==> src/rtl/mem_request_arbiter_if.sv <==
// mem_request_arbiter_if: client request bus plus memory controller port shared by the arbiter
interface mem_request_arbiter_if #(
  parameter int NUM_REQ    = 3,
  parameter int DATA_WIDTH = 32,
  parameter int ADDR_WIDTH = 16
);
  logic [NUM_REQ-1:0]            req_valid;
  logic [NUM_REQ-1:0]            req_write;
  logic [NUM_REQ*ADDR_WIDTH-1:0] req_addr;
  logic [NUM_REQ*DATA_WIDTH-1:0] req_wdata;
  logic [NUM_REQ-1:0]            req_grant;
  logic [NUM_REQ-1:0]            req_done;
  logic [NUM_REQ-1:0]            req_error;
  logic [DATA_WIDTH-1:0]         req_rdata;
  logic                          busy;
  logic                          mem_read;
  logic                          mem_write;
  logic [ADDR_WIDTH-1:0]         mem_addr;
  logic [DATA_WIDTH-1:0]         mem_wdata;
  logic [DATA_WIDTH-1:0]         mem_rdata;
  logic                          mem_ready;
  modport slave (
    input  req_valid, req_write, req_addr, req_wdata, mem_rdata, mem_ready,
    output req_grant, req_done, req_error, req_rdata, busy, mem_read, mem_write, mem_addr, mem_wdata
  );
  modport master (
    output req_valid, req_write, req_addr, req_wdata, mem_rdata, mem_ready,
    input  req_grant, req_done, req_error, req_rdata, busy, mem_read, mem_write, mem_addr, mem_wdata
  );
endinterface

==> src/rtl/mem_request_arbiter.sv <==
// mem_request_arbiter: round-robin sharing of one memory controller port with a completion watchdog
module mem_request_arbiter #(
  parameter int NUM_REQ    = 3,
  parameter int DATA_WIDTH = 32,
  parameter int ADDR_WIDTH = 16,
  parameter int TIMEOUT    = 256
) (
  input logic clk,
  input logic reset,
  mem_request_arbiter_if.slave bus
);
  localparam int IW = $clog2(NUM_REQ);
  localparam int TW = $clog2(TIMEOUT);
  typedef enum logic [1:0] {IDLE, ISSUE, WAIT, DONE} state_t;
  state_t                state_q, state_d;
  logic [IW-1:0]         ptr_q, id_q, win, idx;
  logic                  wr_q, err_q, timeout_hit;
  logic [ADDR_WIDTH-1:0] addr_q;
  logic [DATA_WIDTH-1:0] wdata_q, rdata_q;
  logic [TW-1:0]         timer_q;
  logic [NUM_REQ-1:0]    id_oh;
  // Scan farthest-to-nearest from ptr+1 so the nearest asserted request overrides.
  always_comb begin
    win = ptr_q;
    idx = ptr_q;
    for (int k = NUM_REQ; k >= 1; k--) begin
      idx = IW'((32'(ptr_q) + k) % NUM_REQ);
      win = bus.req_valid[idx] ? idx : win;
    end
  end
  assign id_oh       = NUM_REQ'(1) << id_q;
  assign timeout_hit = timer_q == TW'(TIMEOUT - 1);
  assign bus.mem_addr  = addr_q;
  assign bus.mem_wdata = wdata_q;
  assign bus.req_rdata = rdata_q;
  always_comb begin
    state_d = state_q == IDLE  ? (|bus.req_valid ? ISSUE : IDLE) :
              state_q == ISSUE ? WAIT :
              state_q == WAIT  ? ((bus.mem_ready || timeout_hit) ? DONE : WAIT) : IDLE;
    bus.req_grant = state_q == ISSUE ? id_oh : '0;
    bus.req_done  = (state_q == DONE && !err_q) ? id_oh : '0;
    bus.req_error = (state_q == DONE && err_q) ? id_oh : '0;
    bus.mem_read  = state_q == ISSUE && !wr_q;
    bus.mem_write = state_q == ISSUE && wr_q;
    bus.busy      = state_q != IDLE;
  end
  always_ff @(posedge clk) begin
    if (reset) begin
      state_q <= IDLE;
      ptr_q   <= IW'(NUM_REQ - 1);
      id_q    <= '0;
      wr_q    <= 1'b0;
      err_q   <= 1'b0;
      addr_q  <= '0;
      wdata_q <= '0;
      rdata_q <= '0;
      timer_q <= '0;
    end else begin
      state_q <= state_d;
      if (state_q == IDLE && |bus.req_valid) begin
        id_q    <= win;
        ptr_q   <= win;
        wr_q    <= bus.req_write[win];
        addr_q  <= bus.req_addr[win*ADDR_WIDTH +: ADDR_WIDTH];
        wdata_q <= bus.req_wdata[win*DATA_WIDTH +: DATA_WIDTH];
      end
      if (state_q == ISSUE) timer_q <= '0;
      if (state_q == WAIT) begin
        if (bus.mem_ready) begin
          err_q <= 1'b0;
          if (!wr_q) rdata_q <= bus.mem_rdata;
        end else if (timeout_hit) err_q <= 1'b1;
        else timer_q <= timer_q + 1'b1;
      end
    end
  end
endmodule

==> src/flat_wrapper.sv <==
// flat-port wrapper written by rule: the top's interface ports become plain ports
module mem_request_arbiter_flat 
#(
  parameter int NUM_REQ    = 3,
  parameter int DATA_WIDTH = 32,
  parameter int ADDR_WIDTH = 16,
  parameter int TIMEOUT    = 256
)
  (clk, reset, bus_req_valid, bus_req_write, bus_req_addr, bus_req_wdata, bus_mem_rdata, bus_mem_ready, bus_req_grant, bus_req_done, bus_req_error, bus_req_rdata, bus_busy, bus_mem_read, bus_mem_write, bus_mem_addr, bus_mem_wdata);
  mem_request_arbiter_if #(.NUM_REQ(NUM_REQ), .DATA_WIDTH(DATA_WIDTH), .ADDR_WIDTH(ADDR_WIDTH)) bus_i ();
  input logic clk;
  input logic reset;
  input wire logic [$bits(bus_i.req_valid)-1:0] bus_req_valid;
  input wire logic [$bits(bus_i.req_write)-1:0] bus_req_write;
  input wire logic [$bits(bus_i.req_addr)-1:0] bus_req_addr;
  input wire logic [$bits(bus_i.req_wdata)-1:0] bus_req_wdata;
  input wire logic [$bits(bus_i.mem_rdata)-1:0] bus_mem_rdata;
  input wire logic [$bits(bus_i.mem_ready)-1:0] bus_mem_ready;
  output wire logic [$bits(bus_i.req_grant)-1:0] bus_req_grant;
  output wire logic [$bits(bus_i.req_done)-1:0] bus_req_done;
  output wire logic [$bits(bus_i.req_error)-1:0] bus_req_error;
  output wire logic [$bits(bus_i.req_rdata)-1:0] bus_req_rdata;
  output wire logic [$bits(bus_i.busy)-1:0] bus_busy;
  output wire logic [$bits(bus_i.mem_read)-1:0] bus_mem_read;
  output wire logic [$bits(bus_i.mem_write)-1:0] bus_mem_write;
  output wire logic [$bits(bus_i.mem_addr)-1:0] bus_mem_addr;
  output wire logic [$bits(bus_i.mem_wdata)-1:0] bus_mem_wdata;
  assign bus_i.req_valid = bus_req_valid;
  assign bus_i.req_write = bus_req_write;
  assign bus_i.req_addr = bus_req_addr;
  assign bus_i.req_wdata = bus_req_wdata;
  assign bus_i.mem_rdata = bus_mem_rdata;
  assign bus_i.mem_ready = bus_mem_ready;
  assign bus_req_grant = bus_i.req_grant;
  assign bus_req_done = bus_i.req_done;
  assign bus_req_error = bus_i.req_error;
  assign bus_req_rdata = bus_i.req_rdata;
  assign bus_busy = bus_i.busy;
  assign bus_mem_read = bus_i.mem_read;
  assign bus_mem_write = bus_i.mem_write;
  assign bus_mem_addr = bus_i.mem_addr;
  assign bus_mem_wdata = bus_i.mem_wdata;
  mem_request_arbiter #(.NUM_REQ(NUM_REQ), .DATA_WIDTH(DATA_WIDTH), .ADDR_WIDTH(ADDR_WIDTH), .TIMEOUT(TIMEOUT)) u_core (.clk(clk), .reset(reset), .bus(bus_i));
endmodule
==> config.mk <==
export PLATFORM = sky130hd
export DESIGN_NAME = mem_request_arbiter_flat
export DESIGN_NICKNAME = d
export VERILOG_FILES = /design/src/rtl/mem_request_arbiter_if.sv /design/src/rtl/mem_request_arbiter.sv /design/src/flat_wrapper.sv
export SDC_FILE = /design/constraint.sdc
export NUM_CORES = 1
export LEC_CHECK = 0
export ABC_CLOCK_PERIOD_IN_PS = 3900
export CORE_UTILIZATION = 35
export DETAILED_ROUTE_END_ITERATION = 7
export PLACE_DENSITY = 0.76
export SYNTH_ARGS = -nofsm -noshare
export SYNTH_HDL_FRONTEND = slang
export SYNTH_SLANG_ARGS = --single-unit
==> constraint.sdc <==
create_clock -name clk -period 3.9 [get_ports clk]
set_input_delay 0.78 -clock clk [delete_from_list [all_inputs] [get_ports clk]]
set_output_delay 0.78 -clock clk [all_outputs]
set_load 0.005 [all_outputs]
==> results.md, run 1 <==
* Clock Pin Slew Worst Setup and Hold Paths at 0.07 ns
* DR vias/cell at approximately 5.4
* Post-synth top area share at 0.415
* Status: finished, final reports clean
* WP data required at about 4.1 ns
* Layout Skew at 0.00887 ns
* Share of cells above drive strength 1 at 0.0517
* Number of synthesized flops with an enable pin at 0
* GRT Total Usage at 0.236
* Yosys cell types at 47
* Chip Height at 116 µm
* Grt ovf at 0
* Initial core utilization at 0.362
* Worst-Margin Slew at just over 0.6 ns
* I/O pin total at 277
* LEAKAGE at approximately 2.8 nW
* Clock root cell: clkbuf_16
* Reg2reg setup slack at between 0.7 and 0.8 ns
* Synthesized area at 0.00458 mm²
* Worst setup SP type: flip-flop
* Leading cell type in the layout, fill and taps excluded: clkdlybuf4s50_1
* Max Cap Violations at 0
* Setup Crit Path Kind: reg2reg
* Syn_area_per_cell at between 8 and 9 µm²
* CTS tree: built
* Chip Width at about 120 µm
* Async SR Flop Fraction at 0
* Setup TNS at 0 ns
* First-pass GRT wire length at between 20 and 25 mm
* Hold Violations, Final at 0
* Max incr delay on CP at 0.55 ns
* Final core occ at 0.616
* CTS max path bufs at 2
* Pre-antenna DRT Iters at 5
* Syn-to-layout area delta at 70.5%
* Pwr dens at approximately 470 mW/mm²
* Max Fanout on Critical Path at slightly below 50
* Post-synthesis sequential element count at 95
* Clk_lat worst skew at ~0.35 ns
* Number of synthesis warnings at 0
* Fillers at about 1,100
* Clock power share at 0.267
* Top FF cell, synth: dfxtp_1
* Max_slew headroom at 0.585
* Register share of total power at 0.339
* Setup repair bufs after CTS at 0
* Slowest-stage cell, CP: dfxtp_1
* PortBufs at roughly 280
* Number of antenna violations at the first check in global routing at 1
* GP Congestion at approximately 0.93
* Post-Syn Nets at ~750
* Sw frac at 0.333
* Final Power at roughly 3.7 mW
* WL/cell at roughly 17 µm
* Combinational power share at 0.394
* Total Wirelength at 16.6 mm
* CTS resizes at 0
* Final ANT Viol Nets at 0
* Post-Syn Instances at between 500 and 600
* Top delay family on crit path: compound AO/OA/AOI/OAI gates
* Sequential standard cell area at ~0.0019 mm²
* Multi-input gate area in the final layout at between 0.002 and 0.0025 mm²
* Clock sinks at 95
* Cell Int Power at about 2.4 mW
* DIE AREA at ~0.014 mm²
* Number of global-route vias before repair at between 5,000 and 6,000
* HP Class: reg2reg
* Post-synthesis sequential area ratio at 0.415
* DRT iter0 DRCs at about 400
* Buf/Inv on CP at 2
* Core Region at ~0.013 mm²
* Final Cycle Share at 0.814
* CTS buffer count at 9
* Cell Chain, Critical Path: inv_1 > ha_1 > mux2_4 > mux2i_1 > a21boi_2 > o31a_2 > nor4_4 > buf_4 > a221o_1
* Psw at 1.22 mW
* RSZ-0062 raised after global routing: false
* CTS H-tree lvls at 3
* Area leader, netlist: dfxtp_1
* Via Count at 5,357
* Worst IR drop on VDD at around 0.25 mV
* Min Tclk post-route at about 3.2 ns
* Worst path arrival time at roughly 3.4 ns
* Post-cts hold buffer count at 0
* Synth area leaders: dfxtp_1 (42%), a221o_1 (11%), a21oi_1 (10%)
* Post-route DRC at 0
* Num rows at a little over 40
* Largest net degree at the start of global routing at 50
* Final Net Count at roughly 1,000
* # setup viols final at 0
* Most frequent cells in the layout: clkdlybuf4s50_1 (275), dfxtp_1 (95), a21oi_1 (92)
* Post-DP HPWL at 11.8 mm
* Crit end category: flip-flop
* Slew Limit Fails at 0
* Fmax at 315 MHz
[synth_stat cells (all sizes together), types with 2 or more instances]
master	n
a21oi	92
mux2	3
o21ai	57
inv	7
o31a	2
buf	15
o31ai	2
o211ai	3
a211o	2
clkbuf	34
nand2	70
nor4b	2
nor2	20
a221o	49
nand3b	3
nor4bb	2
ha	9
dfxtp	95
nor3	2
a211oi	3
o211a	2
nor2b	7
and2	3
nand3	53
nor3b	4
and3	4
mux2i	2
[area by class of cell]
| cell class | instances | area share |
|---|---|---|
| well taps | 172 | 0.0276 |
| multi-input cells | 407 | 0.315 |
| clock inverters | 7 | 0.0133 |
| diodes | 1 | 0.000320 |
| clock buffers | 9 | 0.0288 |
| flip-flops and latches | 95 | 0.244 |
| inverters | 7 | 0.00336 |
| repair buffers | 287 | 0.369 |
[worst min-delay path, cell delays in order (launching register included)]
cell	delay, ns
dfxtp_1	0.31
nand2_1	0.05
a21oi_1	0.05
[metal layers]
metal / track usage / routed length [µm] / vias up
li1: - / - / 2555
met2: 0.408 / 8010 / 246
met1: 0.269 / 6700 / 2516
met3: 0.0654 / 1350 / 40
met4: 0.114 / 542 / 0
met5: 0 / 0 / -
[logic make-up after synthesis]
kind of cell / after synthesis / share of synthesized area
AOI/OAI and AO/OA: 215 / 0.303
muxes: 5 / 0.0134
DFF: 95 / 0.415
buffers and inverters: 56 / 0.0546
adders and majority gates: 9 / 0.0246
and+or+nand+nor: 178 / 0.189
[power groups by stage]
stage	sequential, mW	clock (mW)	combinational (mW)
2_1_floorplan	1.25	0	0.719
3_3_place_gp	1.26	0	1.40
3_5_place_dp	1.26	0	1.44
4_1_cts	1.24	1.00	1.45
5_1_grt	1.26	1.04	1.56
6_report	1.24	0.979	1.45
[final timing paths]
kind                                 start                  endpoint  cells past startpoint
hold / removal    u_core.bus.req_rdata[21]  u_core.bus.req_rdata[21]                      2
setup / recovery            u_core.id_q[0]    u_core.bus.mem_addr[5]                      9
setup reg to reg            u_core.id_q[0]    u_core.bus.mem_addr[5]                      9
hold reg to reg   u_core.bus.req_rdata[21]  u_core.bus.req_rdata[21]                      2
[sequential cells by signal (all words and copies together) (netlist names)]
register and count:
u_core.err_q 1, u_core.timer_q 8, u_core.bus.req_rdata 32, u_core.wr_q 1, u_core.state_q 2, u_core.bus.mem_addr 16
u_core.ptr_q 1, u_core.id_q 2, u_core.bus.mem_wdata 32
[stage by stage]
stage                     std cells  worst slack, ns  hold slack [ns]  area, µm²
final                           985            0.726            0.457       7810
after global routing            985            0.586            0.474       7810
after CTS                       984            0.759            0.458       7810
after detailed placement        968            0.635            0.448       7480
after global placement          968            0.794            0.442       7480
after floorplan                 558             1.44            0.453       4580
No activity file was read; power rests on OpenSTA's default activity.
==> run 2, diff against run 1 <==
--- a/config.mk
+++ b/config.mk
@@ -5,7 +5,7 @@
 export SDC_FILE = /design/constraint.sdc
 export NUM_CORES = 1
 export LEC_CHECK = 0
-export ABC_CLOCK_PERIOD_IN_PS = 3900
+export ABC_CLOCK_PERIOD_IN_PS = 3090
 export CORE_UTILIZATION = 35
 export DETAILED_ROUTE_END_ITERATION = 7
 export PLACE_DENSITY = 0.76
==> constraint.sdc (replaced) <==
create_clock -name clk -period 3.09 [get_ports clk]
set_input_delay 0.618 -clock clk [delete_from_list [all_inputs] [get_ports clk]]
set_output_delay 0.618 -clock clk [all_outputs]
set_load 0.005 [all_outputs]
==> results.md, run 2 (synthesis results as in run 1) <==
* Status: finished, final reports clean
* Hold Violations, Final at 0
* WP data required at ~3.4 ns
* Post-route DRC at 0
* Fmax at roughly 360 MHz
* Setup Crit Path Kind: in2reg
* GP Congestion at ~0.9
* Total Wirelength at roughly 16 mm
* Final core occ at 0.615
* Worst setup SP type: input port
* Chip Width at 116 µm
* Initial core utilization at 0.362
* PortBufs at 276
* DIE AREA at roughly 0.014 mm²
* Largest net degree at the start of global routing at 50
* Hold EP: u_core.bus.req_rdata[21]
* Worst path arrival time at slightly above 3 ns
* Pre-antenna DRT Iters at 5
* HP Class: reg2reg
* DR vias/cell at about 5.4
* Reg-to-Reg End: u_core.bus.mem_addr[11]
* Post-cts hold buffer count at 0
* Final Power at 4.46 mW
* Most frequent cells in the layout: clkdlybuf4s50_1 (275), dfxtp_1 (95), a21oi_1 (92)
* Worst R2R Start: u_core.id_q[0]
* Final Net Count at 1,007
* Worst IR drop on VDD at between 0.3 and 0.4 mV
* Max_slew headroom at 0.612
* RSZ-0062 raised after global routing: false
* CTS buffer count at 9
* Core Region at 0.0127 mm²
* Post-Layout Cell Count at 990
* I/O pin total at about 280
* Diodes inserted at 0
* First-pass GRT wire length at between 20 and 25 mm
* Final ANT Viol Nets at 0
* Clk_lat worst skew at ~0.34 ns
* Number of global-route vias before repair at ~5,100
* R2r worst-path depth at 8
* Max Cap Violations at 0
* Num rows at 41
* LEAKAGE at about 2.8 nW
* Final Cycle Share at 0.902
* Layout Skew at ~0.0063 ns
* Grt ovf at 0
* CTS resizes at 0
* Number of antenna violations at the first check in global routing at 0
* Setup repair bufs after CTS at 0
* CTS max path bufs at 2
* Leading cell type in the layout, fill and taps excluded: clkdlybuf4s50_1
* Reg2reg setup slack at 0.40 ns
* Worst-Margin Slew at 0.577 ns
* Via Count at ~5,300
* Max Fanout on Critical Path at 39
* Syn-to-layout area delta at 70.1%
* Chip Height at approximately 120 µm
* Pwr dens at around 570 mW/mm²
* Post-route cell area at between 0.007 and 0.008 mm²
* Clock sinks at 95
* Placed Instances at ~1,000
* Post-DP HPWL at 11.7 mm
* Hold Crit Start: u_core.bus.req_rdata[21]
* Hold path depth at 2
* Fillers at ~1,100
* Setup TNS at 0 ns
* WL/cell at about 17 µm
* Slew Limit Fails at 0
* Share of cells above drive strength 1 at 0.0587
* CTS tree: built
* Clock Pin Slew Worst Setup and Hold Paths at roughly 0.07 ns
* CTS H-tree lvls at 3
* Min Tclk post-route at ~2.8 ns
* Clock root cell: clkbuf_16
* DRT iter0 DRCs at roughly 390
* Post-Place Cell Area at between 0.007 and 0.008 mm²
* Crit end category: flip-flop
* GRT Total Usage at 0.231
* # setup viols final at 0
[run 2: cell types whose count changed in the layout (fill, tap and decap cells not counted)]
cell	delta
buf_12	-1
buf_4	+7
bufinv_16	-2
clkbuf_8	+1
clkinv_2	+2
clkinv_4	+1
diode_2	-1
inv_6	-2
[run 2: where the power goes]
group          total [mW]  switching (mW)  leakage (nW)  internal, mW
sequential           1.57           0.136         0.776          1.43
combinational        1.84           0.873          1.90         0.963
clock                1.06           0.490         0.143         0.572
total                4.46            1.50          2.81          2.97
[run 2: worst max-delay path by stage]
| stage | startpoint | to | slack [ns] | depth (start not counted) |
|---|---|---|---|---|
| floorplan | u_core.id_q[0] | u_core.bus.mem_addr[10] | 0.63 | 10 |
| global placement | bus_req_valid[2] | u_core.bus.mem_addr[3] | 0.11 | 9 |
| detailed placement | bus_req_valid[2] | u_core.bus.mem_wdata[29] | -0.001 | 9 |
| CTS | bus_req_valid[2] | u_core.bus.mem_wdata[29] | 0.36 | 9 |
| global route | bus_req_valid[2] | u_core.bus.mem_wdata[29] | 0.10 | 9 |
| finish | bus_req_valid[2] | u_core.bus.mem_wdata[29] | 0.30 | 9 |
[run 2: area by class of cell]
cell class / count / area [µm²] / area share
Clock buffer: 10 / 239 / 0.0307
Clock inverter: 6 / 45.0 / 0.00578
Inverter: 7 / 26.3 / 0.00337
Timing Repair Buffer: 293 / 2910 / 0.373
Sequential cell: 95 / 1900 / 0.244
Multi-Input combinational cell: 407 / 2460 / 0.315
Tap cell: 172 / 215 / 0.0276
[run 2: routing by layer]
metal | global-route usage | up-vias | wire [µm]
met2 | 0.401 | 252 | 7860
li1 | - | 2563 | -
met1 | 0.265 | 2459 | 6690
met4 | 0.108 | 0 | 529
met5 | 0 | - | 0
met3 | 0.0618 | 41 | 1290
[run 2: critical path, cell delays in order]
cell and delay (ns):
clkdlybuf4s50_1 0.59, nor2b_1 0.24, mux2i_1 0.14, buf_4 0.16, o31ai_4 0.41, buf_4 0.42
o21ai_0 0.15, a21oi_1 0.19, a221o_1 0.13
[run 2: stage by stage]
step / setup slack, ns / hold WS, ns
2_1_floorplan: 0.630 / 0.453
3_3_place_gp: 0.108 / 0.441
3_5_place_dp: -0.000993 / 0.446
4_1_cts: 0.356 / 0.456
5_1_grt: 0.101 / 0.472
6_report: 0.304 / 0.455
==> run 3, diff against run 2 <==
--- a/config.mk
+++ b/config.mk
@@ -7,6 +7,7 @@
 export LEC_CHECK = 0
 export ABC_CLOCK_PERIOD_IN_PS = 3090
 export CORE_UTILIZATION = 35
+export CTS_CLUSTER_DIAMETER = 50
 export DETAILED_ROUTE_END_ITERATION = 7
 export PLACE_DENSITY = 0.76
 export SYNTH_ARGS = -nofsm -noshare
==> results of run 3 <==
No change in the layout: final DEF, timing and power equal those of run 2.
